`config.mk`:
```
export PLATFORM = sky130hd
export DESIGN_NAME = interrupt_controller_flat
export DESIGN_NICKNAME = d
export VERILOG_FILES = /design/src/rtl/interrupt_controller_if.sv /design/src/rtl/interrupt_controller.sv /design/src/flat_wrapper.sv
export SDC_FILE = /design/constraint.sdc
export NUM_CORES = 1
export LEC_CHECK = 0
export BUFFER_PORTS_ARGS = -buffer_cell sky130_fd_sc_hd__buf_2
export CORE_MARGIN = 3
export CORE_UTILIZATION = 38
export CTS_CLUSTER_DIAMETER = 80
export DETAILED_ROUTE_END_ITERATION = 6
export PLACE_DENSITY = 0.85
export SKIP_CTS_REPAIR_TIMING = 1
export SYNTH_ARGS = -nofsm -noshare
export SYNTH_HDL_FRONTEND = slang
export SYNTH_SLANG_ARGS = --single-unit
```
`constraint.sdc`:
```
create_clock -name Clock -period 3.4 [get_ports Clock]
set_input_delay 0.68 -clock Clock [delete_from_list [all_inputs] [get_ports Clock]]
set_output_delay 0.68 -clock Clock [all_outputs]
set_load 0.02 [all_outputs]
```
`src/rtl/interrupt_controller_if.sv`:
```
// -----------------------------------------------------------------------------
// interrupt_controller_if
// Groups the request, mask-bus and control-unit handshake signals of the
// interrupt controller.
//   irq        : raw asynchronous request lines (level-high)
//   MaskIn     : load mask register from BusMuxOut
//   BusMuxOut  : 32-bit datapath bus
//   IntAck     : control unit accepts the presented request (pulse)
//   IntReturn  : control unit finished the ISR (pulse)
//   interrupt  : one-hot request presented to the control unit
//   IntActive  : a request is presented or being serviced
//   Cause      : {IntActive, 23'b0, grant_id[7:0]}
//   MaskOut    : mask register, zero-extended
// master = control unit / bus side, slave = interrupt controller.
// -----------------------------------------------------------------------------
interface interrupt_controller_if #(
  parameter int InterruptsNum = 2
);
  logic [InterruptsNum-1:0] irq;
  logic                     MaskIn;
  logic [31:0]              BusMuxOut;
  logic                     IntAck;
  logic                     IntReturn;
  logic [InterruptsNum-1:0] interrupt;
  logic                     IntActive;
  logic [31:0]              Cause;
  logic [31:0]              MaskOut;

  modport master (
    output irq, MaskIn, BusMuxOut, IntAck, IntReturn,
    input  interrupt, IntActive, Cause, MaskOut
  );

  modport slave (
    input  irq, MaskIn, BusMuxOut, IntAck, IntReturn,
    output interrupt, IntActive, Cause, MaskOut
  );
endinterface

```
`src/rtl/interrupt_controller.sv`:
```
// -----------------------------------------------------------------------------
// interrupt_controller
// Synchronizes and edge-detects external interrupt lines, latches them as
// pending requests, masks them, and presents the lowest-index eligible request
// to the control unit until it is acknowledged. No nesting: a new request is
// only presented after the control unit returns from the ISR.
// Ports:
//   Clock : single clock, rising edge
//   Reset : asynchronous active-low reset
//   bus   : interrupt_controller_if.slave (irq, mask bus, handshake, outputs)
// -----------------------------------------------------------------------------
module interrupt_controller #(
  parameter int InterruptsNum = 2
) (
  input  logic                  Clock,
  input  logic                  Reset,
  interrupt_controller_if.slave bus
);

  localparam int N = InterruptsNum;

  typedef enum logic [1:0] {
    IDLE    = 2'd0,
    REQ     = 2'd1,
    SERVICE = 2'd2
  } state_t;

  state_t       state_r;
  state_t       state_s;
  logic [N-1:0] s1_r;
  logic [N-1:0] s2_r;
  logic [N-1:0] s3_r;
  logic [N-1:0] edge_r;
  logic [N-1:0] pending_r;
  logic [N-1:0] pending_s;
  logic [N-1:0] mask_r;
  logic [N-1:0] eligible_s;
  logic [N-1:0] clr_s;
  logic [4:0]   grant_id_r;
  logic [4:0]   grant_id_s;
  logic         active_s;
  logic         unused_bus_s;

  // Lowest set index of v (bit 0 has highest priority); 0 when v is empty.
  function automatic logic [4:0] lowest_index(input logic [N-1:0] v);
    logic [4:0] idx;
    idx = 5'd0;
    for (int i = N - 1; i >= 0; i--) begin
      idx = v[i] ? 5'(i) : idx;
    end
    return idx;
  endfunction

  // One-hot vector with only bit id set.
  function automatic logic [N-1:0] onehot(input logic [4:0] id);
    logic [N-1:0] v;
    for (int i = 0; i < N; i++) begin
      v[i] = (5'(i) == id);
    end
    return v;
  endfunction

  // Upper bus bits are intentionally ignored by the mask load.
  assign unused_bus_s = ^bus.BusMuxOut;

  // Synchronizer chain plus registered rising-edge pulse.  Registering the
  // pulse places the pending set three edges after irq is first sampled.
  always_ff @(posedge Clock or negedge Reset) begin
    if (!Reset) begin
      s1_r   <= '0;
      s2_r   <= '0;
      s3_r   <= '0;
      edge_r <= '0;
    end else begin
      s1_r   <= bus.irq;
      s2_r   <= s1_r;
      s3_r   <= s2_r;
      edge_r <= s2_r & ~s3_r;
    end
  end

  // Pending set/clear: a new edge on the granted bit wins over the ack clear.
  always_comb begin
    pending_s  = (pending_r & ~clr_s) | edge_r;
    eligible_s = pending_r & mask_r;
  end

  // Pending and mask registers; masking never clears pending bits.
  always_ff @(posedge Clock or negedge Reset) begin
    if (!Reset) begin
      pending_r <= '0;
      mask_r    <= '1;
    end else begin
      pending_r <= pending_s;
      if (bus.MaskIn) begin
        mask_r <= bus.BusMuxOut[N-1:0];
      end else begin
        mask_r <= mask_r;
      end
    end
  end

  // Next-state logic: the grant is frozen from IDLE exit until return.
  always_comb begin
    state_s    = state_r;
    grant_id_s = grant_id_r;
    clr_s      = '0;
    case (state_r)
      IDLE: begin
        if (|eligible_s) begin
          state_s    = REQ;
          grant_id_s = lowest_index(eligible_s);
        end else begin
          state_s    = IDLE;
        end
      end
      REQ: begin
        // Ack has precedence over a simultaneous return.
        if (bus.IntAck) begin
          state_s = SERVICE;
          clr_s   = onehot(grant_id_r);
        end else begin
          state_s = REQ;
        end
      end
      SERVICE: begin
        if (bus.IntReturn) begin
          state_s    = IDLE;
          grant_id_s = 5'd0;
        end else begin
          state_s    = SERVICE;
        end
      end
      default: begin
        state_s    = IDLE;
        grant_id_s = 5'd0;
      end
    endcase
  end

  // State and grant registers.
  always_ff @(posedge Clock or negedge Reset) begin
    if (!Reset) begin
      state_r    <= IDLE;
      grant_id_r <= 5'd0;
    end else begin
      state_r    <= state_s;
      grant_id_r <= grant_id_s;
    end
  end

  // Outputs are decoded from registers only, so they are stable all cycle.
  always_comb begin
    active_s = (state_r == REQ) || (state_r == SERVICE);
    if (state_r == REQ) begin
      bus.interrupt = onehot(grant_id_r);
    end else begin
      bus.interrupt = '0;
    end
    bus.IntActive = active_s;
    bus.Cause     = {active_s, 23'd0, 3'd0, grant_id_r};
    bus.MaskOut   = 32'(mask_r);
  end

endmodule
```
`src/flat_wrapper.sv`:
```
// flat-port wrapper written by rule: the top's interface ports become plain ports
module interrupt_controller_flat 
#(
  parameter int InterruptsNum = 2
)
  (Clock, Reset, bus_irq, bus_MaskIn, bus_BusMuxOut, bus_IntAck, bus_IntReturn, bus_interrupt, bus_IntActive, bus_Cause, bus_MaskOut);
  interrupt_controller_if #(.InterruptsNum(InterruptsNum)) bus_i ();
  input  logic Clock;
  input  logic Reset;
  input wire logic [$bits(bus_i.irq)-1:0] bus_irq;
  input wire logic [$bits(bus_i.MaskIn)-1:0] bus_MaskIn;
  input wire logic [$bits(bus_i.BusMuxOut)-1:0] bus_BusMuxOut;
  input wire logic [$bits(bus_i.IntAck)-1:0] bus_IntAck;
  input wire logic [$bits(bus_i.IntReturn)-1:0] bus_IntReturn;
  output wire logic [$bits(bus_i.interrupt)-1:0] bus_interrupt;
  output wire logic [$bits(bus_i.IntActive)-1:0] bus_IntActive;
  output wire logic [$bits(bus_i.Cause)-1:0] bus_Cause;
  output wire logic [$bits(bus_i.MaskOut)-1:0] bus_MaskOut;
  assign bus_i.irq = bus_irq;
  assign bus_i.MaskIn = bus_MaskIn;
  assign bus_i.BusMuxOut = bus_BusMuxOut;
  assign bus_i.IntAck = bus_IntAck;
  assign bus_i.IntReturn = bus_IntReturn;
  assign bus_interrupt = bus_i.interrupt;
  assign bus_IntActive = bus_i.IntActive;
  assign bus_Cause = bus_i.Cause;
  assign bus_MaskOut = bus_i.MaskOut;
  interrupt_controller #(.InterruptsNum(InterruptsNum)) u_core (.Clock(Clock), .Reset(Reset), .bus(bus_i));
endmodule
```
* After elaboration in Yosys (flattened, before gate mapping) *
Index checks and enable logic that the tools add are counted.

word-level totals
  output and inout bits = 67
  word-level logic and storage cells = 37
  register bits = 19

cells by class
  muxes and demuxes = 12
  bitwise logic cells = 7
  equal/unequal tests = 5
  reductions and logical operators = 5

operator list
  kind                                                                      count
  5-bit two-way mux                                                         3
  5-bit case mux with 3 select lines                                        1
  2-bit two-way mux                                                         5
  2-bit bitwise AND                                                         3
  2-bit case mux with 3 select lines                                        1
  1-bit by 5-bit equality test with 1-bit output (first input constant)     1
  5-bit logical NOT                                                         1
  2-bit inverter                                                            2
  3-bit AND reduction                                                       1
  2-bit by 1-bit equality test with 1-bit output (second input constant)    1
  2-bit equality test (second input constant)                               1
  2-bit logical NOT                                                         1
  1-bit two-way mux                                                         2
  2-bit by 1-bit inequality test with 1-bit output (second input constant)  1
  2-bit inequality test (second input constant)                             1
  2-bit OR                                                                  1
  2-bit OR reduction                                                        1
  1-bit logical OR                                                          1
  1-bit inverter                                                            1

* Longest topological paths before layout *
  depth in word-level cells = 6
  mapped depth = 5
  depth with buffers taken out = 5

* Worst setup path after synthesis *
No wires, ideal clock.

  path kind = register to output
  start = register u_core.state_r[1]
  end = output port bus_interrupt[0]
  data arrival time = 1.016 ns
  slack = 1.704 ns
  required time = 2.720 ns
  buffers on the path = 0
  cell stages (with the launch flop) = 4
  cell sequence = dfrtp_1 -> inv_1 -> ha_1 -> nor2b_1

between the ends
  word-level cells in the longest chain between the ends = 2

ends and longest elaborated chain
  element                                         RTL line                     text
  start: declaration                              interrupt_controller.sv:28   state_t state_r;
  start signal: assignment                        interrupt_controller.sv:147  state_r <= state_s;
  2-bit by 1-bit equality test with 1-bit output  interrupt_controller.sv:155  if (state_r == REQ) begin
  2-bit two-way mux                               interrupt_controller.sv:155
  end: declaration                                flat_wrapper.sv:15           output wire logic [$bits(bus_i.interrupt)-1:0] bus_interrupt;

No other way between the ends.

* Worst setup path in the final report *
Ends and elaborated chain as after synthesis.

==> run_results.csv <==
group,metric,value,unit
cts,h-tree-depth,1,
layout,drive_gt1_share,17.1,%
route,via_count,525,
power,report.power.total,620,uW
logic_synthesis,synth_sequential_area_ratio,35.7,%
route,firstDrtPassIters,2,
grt,grt_remaining_overflow,0,
sta,fin_crit,1.98,ns
placement,dp_hpwl,1.07,mm
sta,timing.hold.ws,0.293,ns
route,routed_wirelength,1.21,mm
grt,grt_pass1_wl,1.62,mm
route,drt-wirelength-per-cell,7.93,um
hold_path,class_of_the_tightest_hold_or_removal_check,"primary input to asynchronous set/reset pin",
layout,antenna_cells_inserted,0,
critical_path,cp.arrival,1.30,ns
layout,post-route-cell-area,960,um2
route,vias_per_cell,3.43,
cts,clk_pin_slew,0.08,ns
grt,total_track_usage,6.12,%
sta,unrepaired_setup_endpoints_after_global_routing,"false",
placement,io_buffers,15,
floorplanning,die_width,58.7,um
placement,place_congestion,0.849,
layout,post-route-util,37.4,%
sta,slew_violations,0,
status,run_status,"complete, no violations",
logic_synthesis,synth_cell_types,21,
power,power.static_leakage,0.546,nW
layout,number_of_inserted_filler_cells_in_the_final_layout,274,
critical_path,critical_path.startpoint_type,"flop",
sta,timing_hold_violations_final,0,
floorplanning,die_area,0.00345,mm2
cts,clkLatencyLatePin,0.27,ns
cts,number_of_cts_inserted_buffers,3,
floorplanning,rows,18,
floorplanning,top_level_ports,106,
logic_synthesis,synth_seq_cells,15,
logic_synthesis,synthesis.area_per_instance,9.97,um2
run,max_cap_viol_count,0,
cts,cts_tree,"built",
power,power.density,647,mW/mm2
cts,clock_sinks,15,
grt,first_global_vias,415,
critical_path,setup.worst_path.class,"flop to primary output",
logic_synthesis,yosys_warnings,0,
floorplanning,initial_utilization,41.2,%
sta,final.setup.tns,0,ns
layout,layout.nets,168,
floorplanning,die_h,58.7,um
logic_synthesis,netlist_area,0.00106,mm2
critical_path,crit_path_end_kind,"primary output",
sta,setup_viol_count_final,0,
route,postRouteAntennaNets,0,
floorplanning,core_area,0.00257,mm2
critical_path,critPathMaxFanout,5,
layout,flow.area_growth_from_synthesis,-9.23,%
cts,buffer_cell_driving_the_clock_tree_root,"clkbuf_4",
cts,cts_max_path_buffers,2,
critical_path,worstPathRequired,2.72,ns
sta,post-route-period-util,58.3,%
sta,maximum_clock_skew_at_final_layout,0.00417,ns
sta,fmax,0.505,GHz
power,ir_worst_vdd,338,uV
route,drt_drc_violations_left,0,
logic_synthesis,synth_cells,106,
placement,post_dp_cell_area,933,um2
route,dr.first_iter.drc_count,8,
critical_path,ff2ff_path_depth,4,
grt,grt_max_degree,16,
grt,grt_antenna_before_repair,0,
[area by class of cell]
cell class / instances / area (um2) / share of cell area [%]
multi-input cells: 87 / 435 / 45.4
flip-flops and latches: 15 / 378 / 39.4
repair buffers: 15 / 75.1 / 7.82
well taps: 30 / 37.5 / 3.91
clock buffers: 4 / 26.3 / 2.74
inverters: 2 / 7.51 / 0.782
[final timing paths]
path	start	end	slack [ns]
worst max-delay path	u_core.state_r[1]	bus_interrupt[0]	1.42
worst min-delay path	Reset	u_core.s1_r[1]	0.29
worst max register to register	u_core.state_r[0]	u_core.grant_id_r[0]	2.14
worst min register to register	u_core.s1_r[1]	u_core.s2_r[1]	0.35
max in group asynchronous	Reset	u_core.mask_r[0]	2.81
min in group Clock	u_core.s1_r[1]	u_core.s2_r[1]	0.35
[logic make-up (layout without fill, tap and decap cells)]
group                    Yosys count  in the layout  synth area share (%)
flip-flops                        15             15                  35.7
buffers and inverters             63             21                  44.0
AO/OA/AOI/OAI                      7              7                  4.62
AND/OR/NAND/NOR                   13             13                  7.22
other                              1             60                 0.355
multiplexers                       2              2                  2.13
adder cells (fa/ha/maj)            5              5                  5.92
[per-stage QoR]
stage	cells	setup slack (ns)
floorplan	165	1.70
global placement	149	1.73
detailed placement	149	1.72
CTS	153	1.41
global route	153	1.35
finish	153	1.42
[where the power goes]
group          internal [mW]  switching, mW  total, mW  leakage, nW
clock network         0.0453         0.0471     0.0925       0.0150
registers              0.214         0.0286      0.243        0.175
logic                 0.0939          0.191      0.285        0.356
total                  0.354          0.267      0.620        0.546
[sequential cells by signal, indices dropped and copies added, names as in the netlist]
register,cells
u_core.mask_r,2
u_core.pending_r,2
u_core.state_r,2
u_core.s2_r,2
u_core.edge_r,2
u_core.s1_r,2
u_core.grant_id_r,1
u_core.s3_r,2
[per-layer routing]
metal	up-vias	GRT usage, %	wire length, um
met5	-	0	0
li1	244	-	-
met4	0	0	0
met3	0	4.17	213
met2	43	10.4	606
met1	238	6.74	393
[placed cells by master, fill, tap and decap left out, types with 3 or more instances in the layout]
cell type   n
buf_2      15
conb_1     60
dfrtp_1    13
ha_1        5
clkbuf_4    3
nor2b_1     4
[cells in the mapped netlist (all sizes together)]
cell type,number,area [um2]
a21oi,2,10.0
o32a,1,10.0
inv,2,7.51
mux2,2,22.5
nand3,1,5.00
conb,1,3.75
dfstp,2,52.6
a22o,1,8.76
nor2,2,7.51
nor3,1,5.00
dfrtp,13,325
nand2b,1,6.26
a21o,1,7.51
nor2b,5,38.8
a21boi,1,7.51
buf,61,458
ha,5,62.6
and2,1,6.26
o21ai,1,5.00
nand2,2,7.51
[worst max-delay path, cell delays in order, from the launching register on]
cell     delay [ns]
dfrtp_1        0.41
inv_1          0.10
ha_1           0.22
nor2b_1        0.14
buf_2          0.17
No activity file was read; power rests on OpenSTA's default activity.
